===== config.mk =====
export PLATFORM = sky130hd
export DESIGN_NAME = dmem_arbiter
export DESIGN_NICKNAME = d
export VERILOG_FILES = /design/src/rtl/dmem_arbiter.sv
export SDC_FILE = /design/constraint.sdc
export NUM_CORES = 1
export LEC_CHECK = 0
export BUFFER_PORTS_ARGS = -buffer_cell sky130_fd_sc_hd__buf_2
export CORE_AREA = 2 2 91 93
export CTS_BUF_LIST = sky130_fd_sc_hd__clkbuf_8
export DETAILED_ROUTE_END_ITERATION = 16
export DIE_AREA = 0 0 93 95
export PLACE_DENSITY = 0.6
export SYNTH_ARGS = -nofsm -noshare
export SYNTH_HDL_FRONTEND = slang
export SYNTH_SLANG_ARGS = --single-unit

===== constraint.sdc =====
create_clock -name clk -period 5.5 [get_ports clk]
set_input_delay 0.825 -clock clk [delete_from_list [all_inputs] [get_ports clk]]
set_output_delay 0.825 -clock clk [all_outputs]
set_load 0.02 [all_outputs]

===== src/rtl/dmem_arbiter.sv =====
// Arbitrates the single-port data memory between the MEM pipeline stage and a debug port.
// The pipeline wins unless a debug request has waited MAX_WAIT cycles, then debug is forced.
module dmem_arbiter #(
  parameter int unsigned ADDR_SIZE = 10,
  parameter int unsigned WORD_SIZE = 32,
  parameter int unsigned MAX_WAIT  = 4
) (
  input  logic                 clk,
  input  logic                 rst,
  input  logic                 p_req,
  input  logic                 p_we,
  input  logic [ADDR_SIZE-1:0] p_addr,
  input  logic [WORD_SIZE-1:0] p_wdata,
  output logic                 p_stall,
  output logic [WORD_SIZE-1:0] p_rdata,
  input  logic                 d_valid,
  input  logic                 d_we,
  input  logic [ADDR_SIZE-1:0] d_addr,
  input  logic [WORD_SIZE-1:0] d_wdata,
  output logic                 d_ready,
  output logic                 d_rvalid,
  output logic [WORD_SIZE-1:0] d_rdata,
  output logic                 mem_en,
  output logic                 mem_we,
  output logic [ADDR_SIZE-1:0] mem_addr,
  output logic [WORD_SIZE-1:0] mem_wdata,
  input  logic [WORD_SIZE-1:0] mem_rdata
);

  localparam logic [3:0] MaxWait = 4'(MAX_WAIT);

  logic [3:0] r_wcnt;
  logic [3:0] w_wcnt_d;
  logic       r_rsp_p;
  logic       r_rsp_d;
  logic       w_force;
  logic       w_p_gnt;
  logic       w_d_gnt;

  // Grants are masked during reset so the reset output values hold regardless of requests.
  always_comb begin
    w_force = ~rst & d_valid & (r_wcnt == MaxWait);
    w_p_gnt = ~rst & p_req & ~w_force;
    w_d_gnt = ~rst & d_valid & (w_force | ~p_req);
  end

  always_comb begin
    p_stall   = p_req & w_force;
    d_ready   = w_d_gnt;
    mem_en    = w_p_gnt | w_d_gnt;
    mem_we    = w_d_gnt ? d_we : (w_p_gnt & p_we);
    mem_addr  = w_d_gnt ? d_addr : p_addr;
    mem_wdata = w_d_gnt ? d_wdata : p_wdata;
    p_rdata   = mem_rdata;
    d_rdata   = mem_rdata;
    d_rvalid  = r_rsp_d;
  end

  always_comb begin
    w_wcnt_d = r_wcnt;
    if (!d_valid || w_d_gnt) begin
      w_wcnt_d = 4'd0;
    end else if (r_wcnt < MaxWait) begin
      w_wcnt_d = r_wcnt + 4'd1;
    end
  end

  always_ff @(posedge clk or posedge rst) begin
    if (rst) begin
      r_wcnt  <= 4'd0;
      r_rsp_p <= 1'b0;
      r_rsp_d <= 1'b0;
    end else begin
      r_wcnt  <= w_wcnt_d;
      r_rsp_p <= w_p_gnt & ~p_we;
      r_rsp_d <= w_d_gnt & ~d_we;
    end
  end

endmodule


==> results of run 1 <==
-- Yosys cell counts, drive strengths merged --
cell and n:
ha 2, mux2 42, nand3b 1, nor3 6
dfrtp 5, a21oi 3, o211ai 1, and2 1
nor2 1, inv 7, buf 69, o32ai 1
mux2i 1, xnor2 1, nand2b 1
-- power breakdown --
group	switching, W	internal, W
clock	0.0000167	0.0000477
sequential	0.00000247	0.0000396
combinational	0.0000701	0.0000729
-- area by class of cell --
cell class                 instances  share of cell area, %
multi-input combinational         61                  41.54
sequential                         5                  7.199
clock buffer                       3                  2.376
clock inverter                     1                 0.2160
inverter                           7                  1.512
tap                              105                  7.559
timing repair buffer             137                  39.60
-- flip-flops by register name, indices dropped and copies added, names as in the netlist --
signal / flops
r_wcnt: 4
d_rvalid: 1
-- stage by stage --
stage | hold slack (ns) | cell area (um2) | setup slack (ns) | total power [W]
after floorplan | 0.5198 | 1436 | 2.875 | 0.0002004
after global placement | 0.5473 | 1693 | 1.930 | 0.0001859
after detailed placement | 0.5511 | 1693 | 1.880 | 0.0001879
after CTS | 0.5296 | 1738 | 1.879 | 0.0002541
after global routing | 0.5475 | 1738 | 1.760 | 0.0002678
final | 0.5279 | 1738 | 1.903 | 0.0002496
-- worst max-delay path: stages --
cell and delay [ns]:
sky130_fd_sc_hd__buf_2 0.12, sky130_fd_sc_hd__nand2b_2 0.22, sky130_fd_sc_hd__a21oi_4 0.51, sky130_fd_sc_hd__buf_4 0.52, sky130_fd_sc_hd__mux2_2 0.39, sky130_fd_sc_hd__buf_2 0.16
-- cells by family after synthesis --
family / synth area share [%]
XOR/XNOR: 0.6099
AO/OA/AOI/OAI: 2.962
adder cells (fa/ha/maj): 1.742
AND/OR/NAND/NOR: 4.791
flip-flops: 8.711
buffers and inverters: 41.03
multiplexers: 40.16
-- path summary, 6_finish.rpt --
| kind | startpoint | endpoint | slack, ns | cells after the start |
|---|---|---|---|---|
| min in group clk | r_wcnt[3] | r_wcnt[3] | 0.56 | 2 |
| worst min register to register | r_wcnt[3] | r_wcnt[3] | 0.56 | 2 |
| worst max register to register | r_wcnt[0] | r_wcnt[1] | 3.92 | 5 |
| worst max-delay path | rst | mem_wdata[0] | 1.90 | 6 |
| worst min-delay path | rst | r_wcnt[3] | 0.53 | 2 |
| max in group asynchronous | rst | r_wcnt[0] | 4.80 | 2 |
-- layer usage --
metal / vias up / global-route usage (%) / share of wire, %
met4: 0 / 3.554 / 1.7
met3: 11 / 3.352 / 15
met1: 528 / 7.563 / 33
met5: - / 0 / 0
li1: 557 / - / -
met2: 109 / 12.74 / 50
==> impl_metrics.yaml, run 1 <==
outcome:
  run_status: "completed"
setup_path:
  worstSetupStartpointType: "input pin"
  worst-setup-path-type: "in -> out"
  cp_max_fanout: 32
  required_time_of_the_critical_path_ns: 4.68
  critical_path.endpoint_type: "primary output"
  arrival_time_of_data_at_the_critical_path_endpoint_ns: 2.77
sta:
  worst_slew_pin_slew_ns: 0.6222
  max-slew-margin-rel_pct: 58.42
  clock_skew_ns: 0.0004847
  finalSetupViolCount: 0
  unrepaired_setup_endpoints_after_global_routing: "no"
  post-route-period-util_pct: 65.40
  finalSetupTns_ns: 0
  slew_viol_final: 0
  timing.final.hold_violations: 0
  layout_min_cycle_time_ns: 3.597
  maxClockFrequency_ghz: 0.2780
layout:
  ff_latch_area_um2: 125.1
  drive_above_1_share_pct: 86.45
  finish.utilization_pct: 21.92
  layout.nets: 339
  layout_commonest_cell: "sky130_fd_sc_hd__buf_2"
  multi_input_comb_area_um2: 721.9
  antenna-diode-count: 0
  number_of_inserted_filler_cells_in_the_final_layout: 914
  finalNonFillerCells: 319
  syn2layout_area_growth_pct: 20.99
  layout.cells.most_common_list: "sky130_fd_sc_hd__buf_2 (136), sky130_fd_sc_hd__mux2_4 (25), sky130_fd_sc_hd__mux2_2 (17)"
placed_design:
  detailedPlacementHpwl_um: 3375
  dp.cells: 315
  gp_congestion: 0.6957
  portBuffers: 136
drt:
  initialDrtViolationCount: 2
  route.final.wire_length_um: 3686
  antenna_violating_nets_post_route: 0
  post_drt_wl_per_cell_um: 11.55
  drt-pass1-iter-count: 2
  detailroute.via_count: 1205
  vias_per_cell: 3.777
  post-route-drc-count: 0
clocking:
  clock_sinks: 5
  clock_latency_at_the_later_pin_of_the_worst_skew_pair_ns: 0.22
  postCtsSetupRepairBufs: 0
  tritoncts_clock_tree: "done"
  cts_buffer_depth: 2
  cts_resized: 0
  holdBufCountCts: 0
  ctsHtreeMaxLevel: 1
  clk_pin_slew_worst_paths_ns: 0.03
  clockRootBuffer: "sky130_fd_sc_hd__clkbuf_8"
  cts_inserted_buffers: 3
floorplan:
  chipHeight_um: 95
  initial_utilization_pct: 18.12
  horizontal_extent_of_the_die_um: 93
  row_count: 33
  design.portCount: 233
  die_area_um2: 8835
  core_area_um2: 7928
yosys:
  ys_ff_latch: 5
  mean_syn_cell_area_um2: 10.12
  synth_top_cells_by_area: "sky130_fd_sc_hd__buf_4 (34%), sky130_fd_sc_hd__mux2_4 (26%), sky130_fd_sc_hd__mux2_2 (13%)"
  synthesis.yosys.warnings: 0
  synth_top_area_share_pct: 33.97
  synth_net_count: 266
  synth-seq-area-share_pct: 8.711
  synth_largest_area_cell: "sky130_fd_sc_hd__buf_4"
  synthCells: 142
  post_synth_num_cell_types: 19
  mappedNetlistArea_um2: 1436
power_and_ir_drop:
  power.leakage_nw: 0.9713
  vdd_drop_max_mv: 0.05756
  powerDensity_nw_per_um2: 143.6
job:
  maxCapViolCount: 0
global_route:
  number_of_antenna_violations_at_the_first_check_in_global_routing: 0
  wire_length_of_the_first_global_routing_pass_um: 5112
  grt_max_degree: 33
  grt_pass1_vias: 1152
  groute.usage.overall_pct: 7.355
  grt_remaining_overflow: 0
worst_hold_path:
  min_path_type: "in -> async"
No activity file was read; power rests on OpenSTA's default activity.
==> inputs of run 2 (changes only) <==
CORE_AREA = 2 2 90 92   (was 2 2 91 93)
DIE_AREA = 0 0 92 94   (was 0 0 93 95)
PLACE_DENSITY = 0.61   (was 0.6)
clock period = 3.65 ns   (was 5.5 ns; I/O delays follow)
==> impl_metrics.yaml, run 2 (same netlist as run 1, synthesis figures left out) <==
drt:
  drt-pass1-iter-count: 2
  detailroute.via_count: 1176
  antenna_violating_nets_post_route: 0
  vias_per_cell: 3.710
  post-route-drc-count: 0
  post_drt_wl_per_cell_um: 11.62
  route.final.wire_length_um: 3683
  initialDrtViolationCount: 7
clocking:
  cts_resized: 0
  clockRootBuffer: "sky130_fd_sc_hd__clkbuf_8"
  clk_pin_slew_worst_paths_ns: 0.04
  cts_buffer_depth: 2
  tritoncts_clock_tree: "done"
  ctsHtreeMaxLevel: 1
  clock_latency_at_the_later_pin_of_the_worst_skew_pair_ns: 0.22
  clock_sinks: 5
  cts_inserted_buffers: 3
  holdBufCountCts: 0
  postCtsSetupRepairBufs: 0
layout:
  flip_flop_count_of_the_largest_register_after_layout: 4
  layout_commonest_cell: "sky130_fd_sc_hd__buf_2"
  antenna-diode-count: 0
  syn2layout_area_growth_pct: 21.25
  number_of_inserted_filler_cells_in_the_final_layout: 866
  drive_above_1_share_pct: 86.51
  layout.nets: 340
  layout.cells.most_common_list: "sky130_fd_sc_hd__buf_2 (136), sky130_fd_sc_hd__mux2_4 (25), sky130_fd_sc_hd__mux2_2 (17)"
  largest_register_by_flop_count: "r_wcnt"
  stdcell_area_um2: 1742
sta:
  maxClockFrequency_ghz: 0.3715
  slew_viol_final: 0
  post-route-period-util_pct: 73.75
  timing.final.hold_violations: 0
  finalSetupViolCount: 0
  max-slew-margin-rel_pct: 68.79
  unrepaired_setup_endpoints_after_global_routing: "no"
  worst_slew_pin_slew_ns: 0.4682
  layout_min_cycle_time_ns: 2.692
  postLayoutSetupSlackWorst_ns: 0.9581
  clock_skew_ns: 0.001660
  finalSetupTns_ns: 0
setup_path:
  critical_path.endpoint_type: "primary output"
  required_time_of_the_critical_path_ns: 3.10
  arrival_time_of_data_at_the_critical_path_endpoint_ns: 2.14
  max_stage_delay_ns: 0.42
  cp_max_fanout: 32
  cell_family_with_the_largest_share_of_critical_path_delay: "buffers and inverters"
  cp.buffers_inverters: 3
  crit_start: "r_wcnt[0]"
  worst-setup-path-type: "reg -> out"
  cell_type_of_the_slowest_stage_on_the_worst_timing_path: "sky130_fd_sc_hd__buf_4"
  critical_path.cell_chain: "inv_1 -> ha_1 -> nand3b_4 -> a21oi_4 -> buf_4 -> mux2_2 -> buf_2"
  r2r-start: "r_wcnt[0]"
  worstSetupStartpointType: "flop"
global_route:
  number_of_antenna_violations_at_the_first_check_in_global_routing: 0
  met1_usage_pct: 8.470
  grt.met3_usage_pct: 2.408
  met2_usage_pct: 12.56
  grt_pass1_vias: 1153
  grt_max_degree: 33
  wire_length_of_the_first_global_routing_pass_um: 5181
  gr-max-usage-layer: "met2"
  groute.usage.overall_pct: 7.453
  grt_remaining_overflow: 0
floorplan:
  initial_utilization_pct: 18.88
  row_count: 32
  die_area_um2: 8648
  chipHeight_um: 94
  core_area_um2: 7607
  horizontal_extent_of_the_die_um: 92
  design.portCount: 233
placed_design:
  detailedPlacementHpwl_um: 3358
  postPlaceCellArea_um2: 1697
  gp_congestion: 0.7190
  detailedPlace.worstSlack_ns: 1.098
  portBuffers: 136
outcome:
  run_status: "completed"
job:
  maxCapViolCount: 0
power_and_ir_drop:
  power.leakage_nw: 0.9766
  powerDensity_nw_per_um2: 216.5
  vdd_drop_max_mv: 0.09124
worst_hold_path:
  min_path_type: "in -> async"
## run 2: final cells by class
cell class                      count  area (um2)  share of cell area [%]
Multi-Input combinational cell     61       721.9                   41.45
Timing Repair Buffer              138       695.7                   39.94
Tap cell                          102       127.6                   7.328
Sequential cell                     5       125.1                   7.184
Clock buffer                        3       41.29                   2.371
Inverter                            7       26.28                   1.509
Clock inverter                      1       3.754                  0.2155
## run 2: report_power, final
| group | internal (W) | leakage [nW] | switching (W) |
|---|---|---|---|
| clock | 0.0000720 | 0.0269 | 0.0000258 |
| combinational | 0.000110 | 0.882 | 0.000106 |
| sequential | 0.0000597 | 0.0675 | 0.00000362 |
| total | 0.000242 | 0.977 | 0.000135 |
## run 2: per-stage QoR
stage | power, W | util (%) | std cells | hold WS (ns)
4_1_cts | 0.0003849 | 22.89 | 317 | 0.2547
5_1_grt | 0.0004034 | 22.89 | 317 | 0.2647
2_1_floorplan | 0.0003020 | - | 142 | 0.3260
6_report | 0.0003770 | 22.89 | 317 | 0.2571
3_3_place_gp | 0.0002806 | 22.30 | 313 | 0.4767
3_5_place_dp | 0.0002838 | 22.30 | 313 | 0.4871
## run 2: worst paths after layout
path | to | slack, ns | cells past startpoint
worst max-delay path | mem_addr[7] | 0.96 | 7
worst min-delay path | r_wcnt[3] | 0.26 | 2
worst max register to register | r_wcnt[1] | 2.23 | 6
worst min register to register | r_wcnt[3] | 0.55 | 2
max in group asynchronous | r_wcnt[1] | 3.22 | 2
min in group clk | d_rvalid | 0.51 | 2
## run 2: worst register-to-register path, cell delays in order, from the launching register on
cell and delay (ns):
sky130_fd_sc_hd__dfrtp_1 0.40, sky130_fd_sc_hd__inv_1 0.07, sky130_fd_sc_hd__ha_1 0.19, sky130_fd_sc_hd__nand3b_4 0.12, sky130_fd_sc_hd__a21oi_4 0.16, sky130_fd_sc_hd__buf_4 0.27, sky130_fd_sc_hd__nor3_1 0.09
## run 2: per-layer routing
layer  vias to the layer above  routed length, um
met5                         -                  0
met4                         0                 70
met3                        12                523
met2                       116               1705
met1                       491               1385
li1                        557                  -
==> inputs of run 3 (changes only) <==
ABC_AREA = 1   (was default)
CORE_AREA = 2 2 89 91   (was 2 2 90 92)
DIE_AREA = 0 0 91 93   (was 0 0 92 94)
clock period = 2.7 ns   (was 3.65 ns; I/O delays follow)
==> impl_metrics.yaml, run 3 <==
sta:
  max-slew-margin-rel_pct: 83.64
  post-route-period-util_pct: 81.28
  timing.final.hold_violations: 0
  worst_slew_pin_slew_ns: 0.2454
  slew_viol_final: 0
  unrepaired_setup_endpoints_after_global_routing: "no"
  finalSetupTns_ns: 0
  maxClockFrequency_ghz: 0.4557
  finalSetupViolCount: 0
  layout_min_cycle_time_ns: 2.195
  clock_skew_ns: 0.002041
setup_path:
  required_time_of_the_critical_path_ns: 2.30
  critical_path.endpoint_type: "primary output"
  worst-setup-path-type: "reg -> out"
  worstSetupStartpointType: "flop"
  reg2reg_to: "r_wcnt[1]"
  r2r_setup_slack_ns: 1.27
  r2r-start: "r_wcnt[0]"
  arrival_time_of_data_at_the_critical_path_endpoint_ns: 1.79
  worst_reg_to_reg_path_cell_count: 6
  cp_max_fanout: 24
clocking:
  cts_buffer_depth: 2
  clockRootBuffer: "sky130_fd_sc_hd__clkbuf_8"
  postCtsSetupRepairBufs: 0
  ctsHtreeMaxLevel: 1
  clock_sinks: 5
  cts_resized: 0
  holdBufCountCts: 0
  clock_latency_at_the_later_pin_of_the_worst_skew_pair_ns: 0.23
  tritoncts_clock_tree: "done"
  cts_inserted_buffers: 3
  clk_pin_slew_worst_paths_ns: 0.03
yosys:
  muxShareOfSynthArea_pct: 0
  combinational_family_with_the_most_area_after_synthesis: "buffers and inverters"
  synth_largest_area_cell: "sky130_fd_sc_hd__nand2_1"
  synthMostInstantiatedCell: "sky130_fd_sc_hd__nand2_1"
  synth_xor_area_share_pct: 0
  yosys.area_share.simple_pct: 41.69
  mappedNetlistArea_um2: 1363
  number_of_synthesized_flops_with_an_enable_pin: 0
  synth_top_area_share_pct: 37.74
  synth-compound-area-share_pct: 2.112
  synth_top_cells_by_area: "sky130_fd_sc_hd__nand2_1 (38%), sky130_fd_sc_hd__buf_4 (36%), sky130_fd_sc_hd__dfrtp_1 (9.2%)"
  synthCells: 246
  ys_async_sr_fraction_pct: 100.0
  ys.flop_type: "sky130_fd_sc_hd__dfrtp_1"
  synthAdderAreaFrac_pct: 1.837
  mean_syn_cell_area_um2: 5.539
  post_synth_num_cell_types: 16
  ys_ff_latch: 5
  synth_net_count: 370
  synth-seq-area-share_pct: 9.183
  synthesis.yosys.warnings: 0
  yosys-top-cells-count: "sky130_fd_sc_hd__nand2_1 (137), sky130_fd_sc_hd__buf_4 (65), sky130_fd_sc_hd__inv_1 (11)"
drt:
  detailroute.via_count: 1586
  drt-pass1-iter-count: 4
  initialDrtViolationCount: 26
  route.final.wire_length_um: 4180
  antenna_violating_nets_post_route: 0
  post_drt_wl_per_cell_um: 10.00
  post-route-drc-count: 0
  vias_per_cell: 3.794
floorplan:
  design.portCount: 233
  horizontal_extent_of_the_die_um: 91
  chipHeight_um: 93
  initial_utilization_pct: 18.10
  die_area_um2: 8463
  row_count: 32
  core_area_um2: 7527
global_route:
  grt_remaining_overflow: 0
  wire_length_of_the_first_global_routing_pass_um: 6417
  grt_max_degree: 25
  groute.usage.overall_pct: 9.099
  number_of_antenna_violations_at_the_first_check_in_global_routing: 0
  grt_pass1_vias: 1496
outcome:
  run_status: "completed"
power_and_ir_drop:
  report.power.total_w: 0.0005008
  vdd_drop_max_mv: 0.1086
  powerDensity_nw_per_um2: 297.6
  power.leakage_nw: 1.149
layout:
  layout_commonest_cell: "sky130_fd_sc_hd__nand2_1"
  antenna-diode-count: 0
  layout.cells.most_common_list: "sky130_fd_sc_hd__nand2_1 (137), sky130_fd_sc_hd__buf_2 (136), sky130_fd_sc_hd__inv_1 (12)"
  flip_flop_count_of_the_largest_register_after_layout: 4
  largest_register_by_flop_count: "r_wcnt"
  layout.nets: 441
  stdcell_area_um2: 1683
  drive_above_1_share_pct: 45.89
  finish.utilization_pct: 22.36
  syn2layout_area_growth_pct: 23.51
worst_hold_path:
  min_path_type: "in -> async"
placed_design:
  postPlaceCellArea_um2: 1638
  gp_congestion: 0.6633
  detailedPlacementHpwl_um: 3550
  portBuffers: 136
job:
  maxCapViolCount: 0
## run 3: cell count changes after synthesis, sizes merged, moves of 2 or more
cell	change
buf	+5
inv	+5
mux2	-42
nand2	+137
nand3	+2
nor2	+5
nor3	-3
## run 3: worst max-delay path by stage
stage / from / endpoint / slack, ns / cells after the start
CTS: r_wcnt[0] / mem_wdata[30] / 0.49 / 8
finish: r_wcnt[0] / mem_wdata[13] / 0.51 / 8
detailed placement: rst / mem_wdata[30] / 0.64 / 8
floorplan: r_wcnt[0] / mem_wdata[10] / 0.95 / 8
global placement: rst / mem_wdata[30] / 0.68 / 8
global route: r_wcnt[0] / mem_addr[8] / 0.32 / 8
## run 3: cell families after synthesis
logic type / Yosys count
and+or+nand+nor: 149
adders and majority gates: 2
AOI/OAI and AO/OA: 4
DFF: 5
buffers and inverters: 86
## run 3: final cells by class
class                      count  area [um2]
fill                         878        5844
timing repair buffer         140       710.7
multi-input combinational    155       629.4
tap                          102       127.6
sequential                     5       125.1
inverter                      12       45.04
clock buffer                   3       41.29
clock inverter                 1       3.754
## run 3: worst max-delay path: stages, from the launching register on
cell and delay [ns]:
sky130_fd_sc_hd__dfrtp_1 0.39, sky130_fd_sc_hd__inv_1 0.09, sky130_fd_sc_hd__ha_1 0.17, sky130_fd_sc_hd__nand3_1 0.14, sky130_fd_sc_hd__a21oi_4 0.16, sky130_fd_sc_hd__buf_4 0.28
sky130_fd_sc_hd__nand2_1 0.10, sky130_fd_sc_hd__nand2_1 0.08, sky130_fd_sc_hd__buf_2 0.15
## run 3: through the flow
step,hold slack (ns),cells,worst slack [ns]
after floorplan,0.1999,246,0.9504
after global placement,0.3415,414,0.6781
after detailed placement,0.3492,414,0.6384
after CTS,0.1158,418,0.4879
after global routing,0.1335,418,0.3168
final,0.1120,418,0.5055
## run 3: power by group
part	switching (W)	leakage [nW]	internal [W]
Sequential	0.00000339	0.0675	0.0000801
Combinational	0.000168	1.06	0.000114
Clock	0.0000381	0.0269	0.0000975
Total	0.000209	1.15	0.000292
## run 3: layer usage
metal,GRT usage (%),share of wire (%),up-vias
li1,-,-,804
met1,9.470,37,656
met2,16.54,48,96
met3,2.820,11,30
met4,4.545,4.1,0
met5,0,0,-
